**src/rtl/alu_cmd_sequencer_pkg.sv**
```systemverilog
// Shared types for the ALU command sequencer: operation/mode enums, FSM states
// and the packed command word stored in the command FIFO.
package alu_cmd_sequencer_pkg;

  typedef enum logic [1:0] {
    ADD = 2'd0,
    SUB = 2'd1,
    MUL = 2'd2
  } sel_t;

  typedef enum logic {
    MODE_0 = 1'b0,
    MODE_1 = 1'b1
  } mode_t;

  typedef enum logic [1:0] {
    IDLE  = 2'd0,
    ISSUE = 2'd1,
    HOLD  = 2'd2
  } seq_state_t;

  typedef struct packed {
    logic [3:0] Op1;
    logic [3:0] Op2;
    sel_t       Sel;
    logic       C_In;
    mode_t      Mode;
  } alu_cmd_t;

  localparam int ALU_SEQ_DEPTH = 4;

endpackage

```
**src/rtl/alu_cmd_sequencer_if.sv**
```systemverilog
// Bundle of the command, ALU-drive and result handshake signals around the sequencer.
// slave = sequencer side, master = surrounding logic (command source, ALU, result sink).
interface alu_cmd_sequencer_if;
  import alu_cmd_sequencer_pkg::*;

  logic       Cmd_Valid;
  logic       Cmd_Ready;
  logic [3:0] Cmd_Op1;
  logic [3:0] Cmd_Op2;
  sel_t       Cmd_Sel;
  logic       Cmd_C_In;
  mode_t      Cmd_Mode;

  logic [3:0] Alu_Op1;
  logic [3:0] Alu_Op2;
  sel_t       Alu_Sel;
  logic       Alu_C_In;
  mode_t      Alu_Mode;
  logic [7:0] Alu_Result;

  logic       Res_Valid;
  logic       Res_Ready;
  logic [7:0] Res_Data;
  logic       Res_Flag;

  modport slave (
    input  Cmd_Valid, Cmd_Op1, Cmd_Op2, Cmd_Sel, Cmd_C_In, Cmd_Mode,
    input  Alu_Result, Res_Ready,
    output Cmd_Ready,
    output Alu_Op1, Alu_Op2, Alu_Sel, Alu_C_In, Alu_Mode,
    output Res_Valid, Res_Data, Res_Flag
  );

  modport master (
    output Cmd_Valid, Cmd_Op1, Cmd_Op2, Cmd_Sel, Cmd_C_In, Cmd_Mode,
    output Alu_Result, Res_Ready,
    input  Cmd_Ready,
    input  Alu_Op1, Alu_Op2, Alu_Sel, Alu_C_In, Alu_Mode,
    input  Res_Valid, Res_Data, Res_Flag
  );

endinterface

```
**src/rtl/alu_cmd_fifo.sv**
```systemverilog
// Synchronous command FIFO with wrap-bit pointers; the head word is read combinationally.
module alu_cmd_fifo
  import alu_cmd_sequencer_pkg::*;
#(
  parameter int DEPTH = ALU_SEQ_DEPTH
) (
  input  logic     Clock,
  input  logic     nReset,
  input  logic     push,
  input  logic     pop,
  input  alu_cmd_t wdata,
  output alu_cmd_t rdata,
  output logic     full,
  output logic     empty
);

  localparam int AW = $clog2(DEPTH);

  logic [AW:0] wr_ptr;
  logic [AW:0] rd_ptr;
  alu_cmd_t    mem [DEPTH];

  logic do_push;
  logic do_pop;

  assign full    = (wr_ptr[AW] != rd_ptr[AW]) && (wr_ptr[AW-1:0] == rd_ptr[AW-1:0]);
  assign empty   = (wr_ptr == rd_ptr);
  assign do_push = push && !full;
  assign do_pop  = pop && !empty;
  assign rdata   = mem[rd_ptr[AW-1:0]];

  always_ff @(posedge Clock or negedge nReset) begin
    if (!nReset) begin
      wr_ptr <= '0;
      rd_ptr <= '0;
    end else begin
      if (do_push) wr_ptr <= wr_ptr + (AW+1)'(1);
      if (do_pop)  rd_ptr <= rd_ptr + (AW+1)'(1);
    end
  end

  // Storage carries no reset; only the pointers decide what is valid.
  always_ff @(posedge Clock) begin
    if (do_push) mem[wr_ptr[AW-1:0]] <= wdata;
  end

endmodule

```
**src/rtl/alu_cmd_sequencer.sv**
```systemverilog
// Command front-end for the 4-bit ALU: queues commands, drives registered ALU operands
// one at a time and returns each result over valid/ready. Macro ALU_SEQ_RANGE_FLAG_EN enables Res_Flag.
module alu_cmd_sequencer
  import alu_cmd_sequencer_pkg::*;
#(
  parameter int DEPTH = ALU_SEQ_DEPTH
) (
  input  logic                  Clock,
  input  logic                  nReset,
  alu_cmd_sequencer_if.slave    bus
);

  seq_state_t state;
  alu_cmd_t   cmd_in;
  alu_cmd_t   head;
  alu_cmd_t   alu_q;
  logic       full;
  logic       empty;
  logic       push;
  logic       pop;
  logic       res_valid_q;
  logic [7:0] res_data_q;

  assign cmd_in = '{Op1: bus.Cmd_Op1, Op2: bus.Cmd_Op2, Sel: bus.Cmd_Sel,
                    C_In: bus.Cmd_C_In, Mode: bus.Cmd_Mode};

  // Ready depends on occupancy only, so a same-edge pop never frees a slot for a push.
  assign push = bus.Cmd_Valid && !full;
  assign pop  = !empty && ((state == IDLE) || ((state == HOLD) && bus.Res_Ready));

  alu_cmd_fifo #(.DEPTH(DEPTH)) u_fifo (
    .Clock  (Clock),
    .nReset (nReset),
    .push   (push),
    .pop    (pop),
    .wdata  (cmd_in),
    .rdata  (head),
    .full   (full),
    .empty  (empty)
  );

  always_ff @(posedge Clock or negedge nReset) begin
    if (!nReset) begin
      state       <= IDLE;
      alu_q       <= '{Op1: 4'd0, Op2: 4'd0, Sel: ADD, C_In: 1'b0, Mode: mode_t'(1'b0)};
      res_valid_q <= 1'b0;
      res_data_q  <= 8'd0;
    end else begin
      case (state)
        IDLE: begin
          if (pop) begin
            alu_q <= head;
            state <= ISSUE;
          end
        end
        ISSUE: begin
          res_data_q  <= bus.Alu_Result;
          res_valid_q <= 1'b1;
          state       <= HOLD;
        end
        HOLD: begin
          if (bus.Res_Ready) begin
            res_valid_q <= 1'b0;
            if (pop) begin
              alu_q <= head;
              state <= ISSUE;
            end else begin
              state <= IDLE;
            end
          end
        end
        default: state <= IDLE;
      endcase
    end
  end

`ifdef ALU_SEQ_RANGE_FLAG_EN
  logic res_flag_q;

  // Flags a result that escaped the 4-bit range: carry for ADD/MUL, borrow for SUB.
  function automatic logic range_flag(sel_t sel, logic [7:0] result);
    case (sel)
      ADD:     range_flag = (result > 8'd15);
      SUB:     range_flag = result[7];
      MUL:     range_flag = (result > 8'd15);
      default: range_flag = 1'b0;
    endcase
  endfunction

  always_ff @(posedge Clock or negedge nReset) begin
    if (!nReset) begin
      res_flag_q <= 1'b0;
    end else if (state == ISSUE) begin
      res_flag_q <= range_flag(alu_q.Sel, bus.Alu_Result);
    end
  end

  assign bus.Res_Flag = res_flag_q;
`else
  assign bus.Res_Flag = 1'b0;
`endif

  assign bus.Cmd_Ready = !full;
  assign bus.Alu_Op1   = alu_q.Op1;
  assign bus.Alu_Op2   = alu_q.Op2;
  assign bus.Alu_Sel   = alu_q.Sel;
  assign bus.Alu_C_In  = alu_q.C_In;
  assign bus.Alu_Mode  = alu_q.Mode;
  assign bus.Res_Valid = res_valid_q;
  assign bus.Res_Data  = res_data_q;

endmodule
```
**src/flat_wrapper.sv**
```systemverilog
// flat-port wrapper written by rule: the top's interface ports become plain ports
module alu_cmd_sequencer_flat import alu_cmd_sequencer_pkg::*;
#(
  parameter int DEPTH = ALU_SEQ_DEPTH
)
  (Clock, nReset, bus_Cmd_Valid, bus_Cmd_Op1, bus_Cmd_Op2, bus_Cmd_Sel, bus_Cmd_C_In, bus_Cmd_Mode, bus_Alu_Result, bus_Res_Ready, bus_Cmd_Ready, bus_Alu_Op1, bus_Alu_Op2, bus_Alu_Sel, bus_Alu_C_In, bus_Alu_Mode, bus_Res_Valid, bus_Res_Data, bus_Res_Flag);
  alu_cmd_sequencer_if bus_i ();
  input  logic Clock;
  input  logic nReset;
  input wire logic [$bits(bus_i.Cmd_Valid)-1:0] bus_Cmd_Valid;
  input wire logic [$bits(bus_i.Cmd_Op1)-1:0] bus_Cmd_Op1;
  input wire logic [$bits(bus_i.Cmd_Op2)-1:0] bus_Cmd_Op2;
  input wire logic [$bits(bus_i.Cmd_Sel)-1:0] bus_Cmd_Sel;
  input wire logic [$bits(bus_i.Cmd_C_In)-1:0] bus_Cmd_C_In;
  input wire logic [$bits(bus_i.Cmd_Mode)-1:0] bus_Cmd_Mode;
  input wire logic [$bits(bus_i.Alu_Result)-1:0] bus_Alu_Result;
  input wire logic [$bits(bus_i.Res_Ready)-1:0] bus_Res_Ready;
  output wire logic [$bits(bus_i.Cmd_Ready)-1:0] bus_Cmd_Ready;
  output wire logic [$bits(bus_i.Alu_Op1)-1:0] bus_Alu_Op1;
  output wire logic [$bits(bus_i.Alu_Op2)-1:0] bus_Alu_Op2;
  output wire logic [$bits(bus_i.Alu_Sel)-1:0] bus_Alu_Sel;
  output wire logic [$bits(bus_i.Alu_C_In)-1:0] bus_Alu_C_In;
  output wire logic [$bits(bus_i.Alu_Mode)-1:0] bus_Alu_Mode;
  output wire logic [$bits(bus_i.Res_Valid)-1:0] bus_Res_Valid;
  output wire logic [$bits(bus_i.Res_Data)-1:0] bus_Res_Data;
  output wire logic [$bits(bus_i.Res_Flag)-1:0] bus_Res_Flag;
  assign bus_i.Cmd_Valid = bus_Cmd_Valid;
  assign bus_i.Cmd_Op1 = bus_Cmd_Op1;
  assign bus_i.Cmd_Op2 = bus_Cmd_Op2;
  assign bus_i.Cmd_Sel = bus_Cmd_Sel;
  assign bus_i.Cmd_C_In = bus_Cmd_C_In;
  assign bus_i.Cmd_Mode = bus_Cmd_Mode;
  assign bus_i.Alu_Result = bus_Alu_Result;
  assign bus_i.Res_Ready = bus_Res_Ready;
  assign bus_Cmd_Ready = bus_i.Cmd_Ready;
  assign bus_Alu_Op1 = bus_i.Alu_Op1;
  assign bus_Alu_Op2 = bus_i.Alu_Op2;
  assign bus_Alu_Sel = bus_i.Alu_Sel;
  assign bus_Alu_C_In = bus_i.Alu_C_In;
  assign bus_Alu_Mode = bus_i.Alu_Mode;
  assign bus_Res_Valid = bus_i.Res_Valid;
  assign bus_Res_Data = bus_i.Res_Data;
  assign bus_Res_Flag = bus_i.Res_Flag;
  alu_cmd_sequencer #(.DEPTH(DEPTH)) u_core (.Clock(Clock), .nReset(nReset), .bus(bus_i));
endmodule
```
**config.mk**
```make
export PLATFORM = sky130hd
export DESIGN_NAME = alu_cmd_sequencer_flat
export DESIGN_NICKNAME = d
export VERILOG_FILES = /design/src/rtl/alu_cmd_sequencer_pkg.sv /design/src/rtl/alu_cmd_sequencer_if.sv /design/src/rtl/alu_cmd_fifo.sv /design/src/rtl/alu_cmd_sequencer.sv /design/src/flat_wrapper.sv
export SDC_FILE = /design/constraint.sdc
export NUM_CORES = 1
export LEC_CHECK = 0
export BUFFER_PORTS_ARGS = -buffer_cell sky130_fd_sc_hd__buf_2
export CORE_ASPECT_RATIO = 1.2
export CORE_MARGIN = 5
export CORE_UTILIZATION = 35
export CTS_CLUSTER_SIZE = 14
export DETAILED_ROUTE_END_ITERATION = 8
export PLACE_DENSITY = 0.55
export SLEW_MARGIN = 40
export SYNTH_ARGS = -nofsm -noshare
export SYNTH_HDL_FRONTEND = slang
export SYNTH_HIERARCHICAL = 1
export SYNTH_SLANG_ARGS = --single-unit
```
**constraint.sdc**
```tcl
create_clock -name Clock -period 2.2 [get_ports Clock]
set_input_delay 0.55 -clock Clock [delete_from_list [all_inputs] [get_ports Clock]]
set_output_delay 0.55 -clock Clock [all_outputs]
set_load 0.02 [all_outputs]
```
==> reports/qor.yml <==
run_status:
  status: "complete, no violations"
finish:
  fill_cells: 831
  drive_gt1_share_pct: 47.7
  fin_cells: 357
  final_area_um2: 3810
  diodes: 0
  fin_nets: 261
  fin_util_pct: 42.2
  syn_to_final_growth_pct: 18.5
placed_design:
  dp_cells: 341
  place_hpwl_mm: 3.75
  numPortBuffers: 45
  place_ws_ps: 278
  gp_congestion: 0.766
  place_area_um2: 3610
critical_path:
  crit_chain: "xor2_4 -> nand3_1 -> inv_1 -> inv_1 -> buf_2"
  critical_path.endpoint_type: "output pin"
  critPathMaxStageDelay_ps: 500
  path_class: "reg -> out"
  worst-r2r-setup-slack_ps: 250
  reg2regPathDepth: 8
  crit_buf_inv: 3
  crit_family: "flip-flops"
  rr_endpoint: "u_core/u_fifo/mem[1][11]"
  start_kind: "flip-flop"
  crit_top_cell: "inv_1"
  worst-path-max-fanout: 5
  cp.required_ps: 1650
  worstPathArrival_ps: 1500
  slowest_stage: "dfrtp_1"
  timing.rr.start: "u_core/u_fifo/rd_ptr[2]"
routing:
  drt_iter0_drc: 89
  routed_wl_mm: 5.52
  vias: 1644
  via_per_inst: 4.61
  antenna_left: 0
  remaining_drc_errors: 0
  wl_per_cell_um: 15.5
  first_pass_iters: 4
floorplan:
  coreArea_um2: 9030
  die_x_um: 97.5
  rows: 38
  ios: 47
  die-area_um2: 11200
  die_h_um: 115
  start_util_pct: 35.6
logic_synthesis:
  syn_avg_cell_area_um2: 18.6
  yosys.area.top_type: "edfxtp_1"
  yosysSeqAreaShare_pct: 67.4
  netlist.area_leader.share_pct: 44.8
  synth_seq_cells: 77
  syn-cell-area_um2: 3220
  synth_top_cells_by_area: "edfxtp_1, dfrtp_1, mux4_2"
  synth_cells: 173
  synth_cell_types: 35
  yosys_warnings: 6
  syn-num-nets: 202
power_and_ir_drop:
  p_leak_nw: 1.50
  powerDensity_nw_per_um2: 1560
  internal_power_mw: 3.81
  swShare_pct: 36.1
  pwr-share-comb_pct: 45.2
  power_mw: 5.96
  ir_drop_mv: 0.533
  seq_power_share_pct: 38.9
  power_frac_clock_pct: 15.9
  power_switching_mw: 2.15
clock_tree:
  clk_latency_ps: 350
  cts_buffer_depth: 2
  ctsRootBufferMaster: "clkbuf_8"
  path_clk_slew_ps: 80
  cts.sink_count: 77
  cts_htree_levels: 3
  cts_resized: 0
  cts_buffers: 9
  postCtsHoldBufs: 0
  cts_tree: "yes"
  cts_setup_buffers: 0
grt:
  grt_max_degree: 30
  grt_pass1_vias: 1806
  overflow: 0
  grt_usage_pct: 11.1
  grt_antenna_before_repair: 0
  grt_pass1_wl_mm: 9.35
timing:
  finClkSkew_ps: 8.53
  rsz0062_at_grt: "no"
  fin_crit_sh_pct: 93.2
  fin_ws_ps: 150
  setup-tns-final_ps: 0
  clock.fmax_ghz: 0.488
  setup_viol: 0
  whs_ps: 127
  finalMaxSlewViolations: 0
  period_minus_slack_ps: 2050
  final_hold_viol_count: 0
flow_run:
  drv_cap: 0
worst_hold_path:
  worstHoldPathType: "in -> async"
-- worst reg2reg max path: cells and delay by family (launching register included) --
family / cells / cell delay, ps
DFF: 1 / 470
and+or+nand+nor: 3 / 400
buffers and inverters: 3 / 350
xor gates and xnor gates: 1 / 250
AOI/OAI and AO/OA: 1 / 180
-- synth_stat cells --
cell type and instances:
edfxtp_1 48, dfrtp_1 29, mux4_2 12, mux2_2 11, mux2_4 9, inv_1 8
ha_1 5, and2_1 4, a21o_1 3, a21oi_1 3, nand3_1 3, nor2_1 3
o21ai_0 3, a31oi_1 2, a31oi_4 2, and3_1 2, buf_2 2, buf_4 2
buf_6 2, nand2b_1 2, xnor2_1 2, xnor2_2 2, xor2_1 2, a21o_2 1
buf_12 1, conb_1 1, nand2_1 1, nor2_4 1, nor2b_1 1, nor2b_4 1
nor3_1 1, nor3_2 1, nor3_4 1, nor3b_2 1, xor2_2 1
-- per-layer routing --
metal / GRT usage (%) / vias to the layer above / part of all wire (%)
met2: 18.4 / 43 / 49
li1: - / 765 / -
met1: 13.1 / 826 / 44
met5: 0 / - / 0
met4: 6.37 / 0 / 2.6
met3: 3.22 / 10 / 4.5
-- worst max path at each step --
stage	start	to	slack, ps	depth (start not counted)
2_1_floorplan	u_core/u_fifo/rd_ptr[0]	u_core/u_fifo/mem[2][0]	80	9
3_3_place_gp	u_core/u_fifo/rd_ptr[2]	u_core/u_fifo/mem[2][2]	300	8
3_5_place_dp	u_core/u_fifo/rd_ptr[2]	u_core/u_fifo/mem[2][2]	280	8
4_1_cts	u_core/u_fifo/rd_ptr[2]	bus_Cmd_Ready	50	5
5_1_grt	u_core/u_fifo/rd_ptr[2]	bus_Cmd_Ready	30	5
6_report	u_core/u_fifo/rd_ptr[2]	bus_Cmd_Ready	150	5
-- layout by cell type, fill, tap and decap left out, drive strengths merged, types with 3 or more instances in the layout --
cell / count
a21o: 4
a21oi: 3
a31oi: 4
and2: 4
buf: 55
clkbuf: 10
clkinvlp: 3
dfrtp: 29
edfxtp: 48
ha: 5
inv: 10
mux2: 20
mux4: 12
nand3: 3
nor2: 4
nor3: 3
o21ai: 3
xnor2: 4
xor2: 3
-- power by group through the flow --
| stage | Clock, mW | Combinational (mW) | Sequential (mW) |
|---|---|---|---|
| 3_3_place_gp | 0 | 2.69 | 2.33 |
| 3_5_place_dp | 0 | 2.71 | 2.34 |
| 4_1_cts | 0.990 | 2.72 | 2.31 |
| 6_report | 0.945 | 2.69 | 2.32 |
| 2_1_floorplan | 0 | 1.82 | 2.54 |
| 5_1_grt | 1.05 | 2.94 | 2.38 |
-- cells by family (layout without fill, tap and decap cells) --
logic type               Yosys count  in the layout  synth area share [%]
flip-flops                        77             77                  67.4
multiplexers                      32             32                  16.5
AND/OR/NAND/NOR                   22             22                  4.82
buffers and inverters             15             79                  3.03
AO/OA/AOI/OAI                     14             14                  3.62
XOR/XNOR                           7              7                  2.61
adder cells (fa/ha/maj)            5              5                  1.95
other                              1              1                 0.117
-- state kept, by name, summed over array words and instances, names as in the netlist --
| name | flops |
|---|---|
| u_core/u_fifo/rd_ptr | 3 |
| u_core/u_fifo/mem | 48 |
| u_core/bus.Res_Valid | 1 |
| u_core/bus.Alu_C_In | 1 |
| u_core/bus.Res_Data | 8 |
| u_core/u_fifo/wr_ptr | 3 |
| u_core/bus.Alu_Op2 | 4 |
| u_core/bus.Alu_Sel | 2 |
| u_core/bus.Alu_Op1 | 4 |
| u_core/state | 2 |
| u_core/bus.Alu_Mode | 1 |
-- cell type report --
| class | count | area, um^2 | share of cell area, % |
|---|---|---|---|
| multi-input combinational | 81 | 973 | 25.5 |
| timing repair buffer | 55 | 315 | 8.27 |
| tap | 120 | 150 | 3.94 |
| sequential | 77 | 2170 | 56.9 |
| inverter | 8 | 30.0 | 0.788 |
| clock buffer | 10 | 128 | 3.35 |
| clock inverter | 6 | 47.5 | 1.25 |
No activity file was read; power rests on OpenSTA's default activity.
